<file path="src/rtl/cache_line_fill_ctrl_pkg.sv">
// Shared constants for the direct-mapped cache and its line-fill controller:
// geometry, request type codes and the fill FSM state encoding.
package cache_defs;

  localparam int ADDR_WIDTH  = 32;
  localparam int DATA_WIDTH  = 32;
  localparam int BEATS       = 4;
  localparam int MEM_AW      = ADDR_WIDTH - $clog2(DATA_WIDTH / 8);
  localparam int READ_LAT    = 2;
  localparam int BLOCK_BYTES = BEATS * DATA_WIDTH / 8;

  localparam logic REQ_READ  = 1'b0;
  localparam logic REQ_WRITE = 1'b1;

  typedef enum logic [2:0] {
    FILL_IDLE     = 3'd0,
    FILL_RD_ISSUE = 3'd1,
    FILL_RD_DRAIN = 3'd2,
    FILL_WR_BEAT  = 3'd3,
    FILL_RESP     = 3'd4
  } fill_state_t;

endpackage

</file>
<file path="src/rtl/cache_line_fill_ctrl_rd_lat_tracker.sv">
// Valid-bit delay line matching the memory read latency; a bit issued with a
// read pops out on valid_out exactly when that read's data appears on mem_rdata.
module rd_lat_tracker #(
  parameter int DEPTH = 2
) (
  input  logic clk,
  input  logic flush,
  input  logic issue,
  output logic valid_out,
  output logic pending
);

  logic [DEPTH-1:0] pipe_reg;
  logic [DEPTH-1:0] pipe_next;

  generate
    for (genvar gi = 0; gi < DEPTH; gi++) begin : g_stage
      if (gi == 0) begin : g_head
        assign pipe_next[gi] = issue;
      end else begin : g_body
        assign pipe_next[gi] = pipe_reg[gi-1];
      end
    end
  endgenerate

  always_ff @(posedge clk) begin
    if (flush) begin
      pipe_reg <= '0;
    end else begin
      pipe_reg <= pipe_next;
    end
  end

  assign valid_out = pipe_reg[DEPTH-1];

  // Reads still travelling behind the one currently at the output.
  generate
    if (DEPTH > 1) begin : g_pend
      assign pending = |pipe_reg[DEPTH-2:0];
    end else begin : g_nopend
      assign pending = 1'b0;
    end
  endgenerate

endmodule

</file>
<file path="src/rtl/cache_line_fill_ctrl.sv">
// Turns one block-aligned cache request into a BEATS-word burst on a
// single-port synchronous SRAM; read beats return in order, lowest word first.
module cache_line_fill_ctrl #(
  parameter int ADDR_WIDTH = cache_defs::ADDR_WIDTH,
  parameter int DATA_WIDTH = cache_defs::DATA_WIDTH,
  parameter int BEATS      = cache_defs::BEATS,
  parameter int MEM_AW     = cache_defs::MEM_AW,
  parameter int READ_LAT   = cache_defs::READ_LAT
) (
  input  logic                  clk,
  input  logic                  rst,
  input  logic                  req_valid,
  output logic                  req_ready,
  input  logic [ADDR_WIDTH-1:0] req_addr,
  input  logic                  req_write,
  input  logic                  wr_valid,
  output logic                  wr_ready,
  input  logic [DATA_WIDTH-1:0] wr_data,
  output logic                  rd_valid,
  output logic [DATA_WIDTH-1:0] rd_data,
  output logic                  done,
  output logic                  err,
  output logic                  mem_en,
  output logic                  mem_we,
  output logic [MEM_AW-1:0]     mem_addr,
  output logic [DATA_WIDTH-1:0] mem_wdata,
  input  logic [DATA_WIDTH-1:0] mem_rdata
);

  import cache_defs::*;

  localparam int BYTE_SH = $clog2(DATA_WIDTH / 8);
  localparam int BLK_SH  = $clog2(BEATS * DATA_WIDTH / 8);
  localparam int CW      = $clog2(BEATS) + 1;
  localparam logic [CW-1:0] LAST_BEAT = CW'(BEATS - 1);

  fill_state_t       state_reg, state_next;
  logic [MEM_AW-1:0] base_reg, base_next;
  logic [CW-1:0]     cnt_reg, cnt_next;
  logic              err_reg, err_next;
  logic              issue;
  logic              trk_valid;
  logic              trk_pending;

  always_ff @(posedge clk) begin
    if (rst) begin
      state_reg <= FILL_IDLE;
      base_reg  <= '0;
      cnt_reg   <= '0;
      err_reg   <= 1'b0;
    end else begin
      state_reg <= state_next;
      base_reg  <= base_next;
      cnt_reg   <= cnt_next;
      err_reg   <= err_next;
    end
  end

  always_comb begin
    state_next = state_reg;
    base_next  = base_reg;
    cnt_next   = cnt_reg;
    err_next   = 1'b0;
    req_ready  = 1'b0;
    wr_ready   = 1'b0;
    mem_en     = 1'b0;
    mem_we     = 1'b0;
    mem_wdata  = '0;
    done       = 1'b0;
    // Word address wraps modulo 2^MEM_AW by truncation.
    mem_addr   = base_reg + MEM_AW'(cnt_reg);

    case (state_reg)
      FILL_IDLE: begin
        req_ready = 1'b1;
        if (req_valid) begin
          if (|req_addr[BLK_SH-1:0]) begin
            err_next = 1'b1;
          end else begin
            base_next  = MEM_AW'(req_addr >> BYTE_SH);
            cnt_next   = '0;
            state_next = (req_write == REQ_WRITE) ? FILL_WR_BEAT : FILL_RD_ISSUE;
          end
        end
      end
      FILL_RD_ISSUE: begin
        mem_en   = 1'b1;
        cnt_next = cnt_reg + CW'(1);
        if (cnt_reg == LAST_BEAT) begin
          state_next = FILL_RD_DRAIN;
        end
      end
      FILL_RD_DRAIN: begin
        if (trk_valid && !trk_pending) begin
          state_next = FILL_RESP;
        end
      end
      FILL_WR_BEAT: begin
        wr_ready = 1'b1;
        if (wr_valid) begin
          mem_en    = 1'b1;
          mem_we    = 1'b1;
          mem_wdata = wr_data;
          cnt_next  = cnt_reg + CW'(1);
          if (cnt_reg == LAST_BEAT) begin
            state_next = FILL_RESP;
          end
        end
      end
      FILL_RESP: begin
        done       = 1'b1;
        state_next = FILL_IDLE;
      end
      default: begin
        state_next = FILL_IDLE;
      end
    endcase

    // Reset silences every output in the cycle it is sampled, so an
    // interrupted burst issues nothing further.
    if (rst) begin
      req_ready = 1'b0;
      wr_ready  = 1'b0;
      mem_en    = 1'b0;
      mem_we    = 1'b0;
      mem_addr  = '0;
      mem_wdata = '0;
      done      = 1'b0;
    end
  end

  assign issue = mem_en & ~mem_we;

  rd_lat_tracker #(
    .DEPTH(READ_LAT)
  ) u_rd_lat_tracker (
    .clk      (clk),
    .flush    (rst),
    .issue    (issue),
    .valid_out(trk_valid),
    .pending  (trk_pending)
  );

  assign err      = err_reg & ~rst;
  assign rd_valid = trk_valid & ~rst;
  assign rd_data  = rd_valid ? mem_rdata : '0;

endmodule

</file>
<file path="config.mk">
export PLATFORM = sky130hd
export DESIGN_NAME = cache_line_fill_ctrl
export DESIGN_NICKNAME = d
export VERILOG_FILES = /design/src/rtl/cache_line_fill_ctrl_pkg.sv /design/src/rtl/cache_line_fill_ctrl_rd_lat_tracker.sv /design/src/rtl/cache_line_fill_ctrl.sv
export SDC_FILE = /design/constraint.sdc
export NUM_CORES = 1
export LEC_CHECK = 0
export ABC_AREA = 1
export CAP_MARGIN = 20
export CORE_MARGIN = 1
export CORE_UTILIZATION = 54
export CTS_BUF_LIST = sky130_fd_sc_hd__clkbuf_8
export DETAILED_ROUTE_END_ITERATION = 7
export DONT_BUFFER_PORTS = 1
export PLACE_DENSITY = 0.69
export SYNTH_ARGS = -nofsm -noshare
export SYNTH_HDL_FRONTEND = slang
export SYNTH_SLANG_ARGS = --single-unit
</file>
<file path="constraint.sdc">
create_clock -name clk -period 6.25 [get_ports clk]
set_input_delay 1.25 -clock clk [delete_from_list [all_inputs] [get_ports clk]]
set_output_delay 1.25 -clock clk [all_outputs]
set_load 0.005 [all_outputs]
</file>
==> flow_metrics.py <==
metrics = {
    "placed_design": {
        "dp_cells": 635,
        "placed_cell_area_um2": 3090,
        "dp_slack_ns": 2.777,
        "port_buffers": 0,
        "gp_congestion": 0.8813,
        "place_hpwl_um": 6456,
    },
    "logic_synthesis": {
        "ys.warnings.count": 0,
        "syn_area_um2": 3102,
        "synth.largest_area_cell": "dfxtp_1",
        "avgSynthCellArea_um2": 5.348,
        "synth_top_area_frac": 0.2517,
        "synth_fp_nets": 687,
        "synth-edff-count": 0,
        "synthTopCellsByArea": "dfxtp_1, nor2_1, nand2_1, inv_1, o21ai_0",
        "ys_types": 30,
        "ys_async_sr_fraction": 0,
        "synth_seq_area_share": 0.2517,
        "ys_top_cells_by_count": "nor2_1, nand2_1, inv_1",
        "synth_cells": 580,
        "synthFlopType": "dfxtp_1",
        "ys_ff_latch": 39,
        "yosysMostFrequentCell": "nor2_1",
    },
    "routing": {
        "routed_wl_um": 8271,
        "wl_met2_um": 3892,
        "ant_nets": 0,
        "drcViolationCount": 0,
        "drt_first_iter_violations": 156,
        "vias": 3287,
        "wl_met3_um": 640,
        "met1_length_um": 3606,
        "dr.pass1.iters": 4,
        "viasPerCell": 5.104,
        "wire_per_inst_um": 12.84,
        "dr.max_layer_used": "met4",
    },
    "global_route": {
        "grt_use_total": 0.2684,
        "gr-total-overflow": 0,
        "grt_pass1_vias": 2827,
        "grt_max_degree": 52,
        "antenna_found_initial": 0,
        "grt_pass1_wl_um": 13050,
    },
    "power": {
        "ir_drop_uv": 111.2,
        "p_leak_nw": 1.666,
        "powerDensity_nw_per_um2": 194.3,
    },
    "final_layout": {
        "num-fill-cells": 610,
        "largest_reg_flops": 30,
        "fin_nets": 678,
        "areaGrowthSynthToFinish_pct": 2.743,
        "drive_above_1_share": 0.03147,
        "design_area_um2": 3187,
        "layout.cells.non_filler": 644,
        "n_antenna_cell": 0,
    },
    "worst_setup_path": {
        "path_max_fanout": 4,
        "crit_type": "flop to output pin",
        "cp-startpoint": "cnt_reg[0]",
        "cp_slowest_stage_delay_ns": 0.39,
        "cp.required_ns": 5.00,
        "crit_path_top_delay_cell": "dfxtp_1",
        "startpoint_type": "flop",
        "cpMostUsedCell": "nand2_1",
        "r2r_start": "state_reg[0]",
        "cp_cell_sequence": "ha_1 > inv_1 > fa_1 > inv_1 > nand3_1 > nand2_1 > nand2_1 > nor2_1 > nand2_1 > nand2_1 > nand2_1 > nor2_1",
        "critPathArrivalTime_ns": 2.37,
        "end_kind": "output pin",
    },
    "sta": {
        "worst_slew_pin_slew_ns": 0.8836,
        "maxSlewHeadroom": 0.4095,
        "grt_setup_unrepaired": "no",
        "period_share": 0.5800,
        "skew_ns": 0.008371,
        "max_freq_mhz": 275.9,
        "worst_slack_ns": 2.625,
        "setup-violations-final": 0,
        "final_max_slew_viol_count": 0,
        "hold_slack_ns": 0.4337,
        "hold_viol_final": 0,
        "post-route-min-period_ns": 3.625,
        "finalSetupTns_ns": 0,
    },
    "floorplan": {
        "dieArea_um2": 6051,
        "core_area_um2": 5507,
        "die_h_um": 77.79,
        "rows": 27,
        "design.portCount": 202,
        "start_util": 0.5633,
        "die_width_um": 77.79,
    },
    "clock_network": {
        "root_buffer": "clkbuf_8",
        "hold_buffers": 0,
        "clk_latency_ns": 0.29,
        "cts.path.max_buffers": 2,
        "cts_buffers": 5,
        "cts_resized": 0,
        "clk_pin_slew_worst_paths_ns": 0.07,
        "cts_tree": "done",
        "cts_setup_buffers": 0,
        "clock-sinks": 39,
        "htree_levels": 2,
    },
    "hold_path": {
        "hp-class": "flop to flop",
        "hold_path_startpoint": "u_rd_lat_tracker.pipe_reg[0]",
    },
    "job": {
        "maxCapViolations": 0,
    },
    "status": {
        "status": "complete, no violations",
    },
}
[worst paths after layout]
kind,to,slack [ns],depth (start not counted)
worst min-delay path,u_rd_lat_tracker.pipe_reg[1],0.43,2
worst min register to register,u_rd_lat_tracker.pipe_reg[1],0.43,2
worst max register to register,base_reg[25],4.54,6
worst max-delay path,mem_addr[18],2.63,12
[metrics by stage]
stage	utilization	total power, W
3_5_place_dp	0.5612	0.0004621
6_report	0.5787	0.0006192
5_1_grt	0.5787	0.0006658
4_1_cts	0.5760	0.0006227
2_1_floorplan	-	0.0004328
3_3_place_gp	0.5612	0.0004569
[report_power, final]
| group | switching, W | internal, W | total, W | leakage, nW |
|---|---|---|---|---|
| registers | 0.0000239 | 0.000270 | 0.000294 | 0.316 |
| logic | 0.000111 | 0.0000525 | 0.000163 | 1.30 |
| clock network | 0.0000866 | 0.0000751 | 0.000162 | 0.0505 |
[logic make-up (layout without fill, tap and decap cells)]
| group | after synthesis | count (layout) | synth area share |
|---|---|---|---|
| simple gates | 351 | 351 | 0.4534 |
| buf+inv | 124 | 116 | 0.1642 |
| compound gates | 56 | 56 | 0.09278 |
| flops | 39 | 39 | 0.2517 |
| fa+ha+maj | 6 | 6 | 0.02662 |
| xor+xnor | 4 | 4 | 0.01130 |
[cell usage in the layout, fill, tap and decap left out, types with 2 or more instances in the layout]
| cell type | n |
|---|---|
| nor2_2 | 5 |
| nand2_1 | 107 |
| ha_1 | 5 |
| clkbuf_8 | 5 |
| xor2_1 | 3 |
| nand3_1 | 21 |
| o21ai_0 | 28 |
| o21ai_1 | 10 |
| a21oi_1 | 15 |
| nor3_1 | 4 |
| nand3b_1 | 2 |
| nor3b_1 | 2 |
| inv_1 | 106 |
| dfxtp_1 | 39 |
| nor2_1 | 204 |
| and2_1 | 2 |
[metal layers]
metal | up-vias | track usage
met1 | 1441 | 0.3348
met2 | 123 | 0.4513
met4 | 0 | 0.08113
met3 | 13 | 0.06824
met5 | - | 0
li1 | 1710 | -
[critical path, delay by kind of cell (launching register included)]
kind                     cells  cell delay (ns)
AND/OR/NAND/NOR              8             0.91
buffers and inverters        2             0.16
flip-flops                   1             0.39
adder cells (fa/ha/maj)      2             0.63
[layout make-up]
class                   instances  area (um^2)  area share
multi-input cells             417         1812      0.5685
flip-flops and latches         39        780.7      0.2450
inverters                     106        400.4      0.1256
well taps                      72        90.09     0.02827
clock buffers                   5        68.82     0.02159
repair buffers                  2        22.52    0.007067
clock inverters                 3        12.51    0.003926
(Power assumes the default switching activity.)
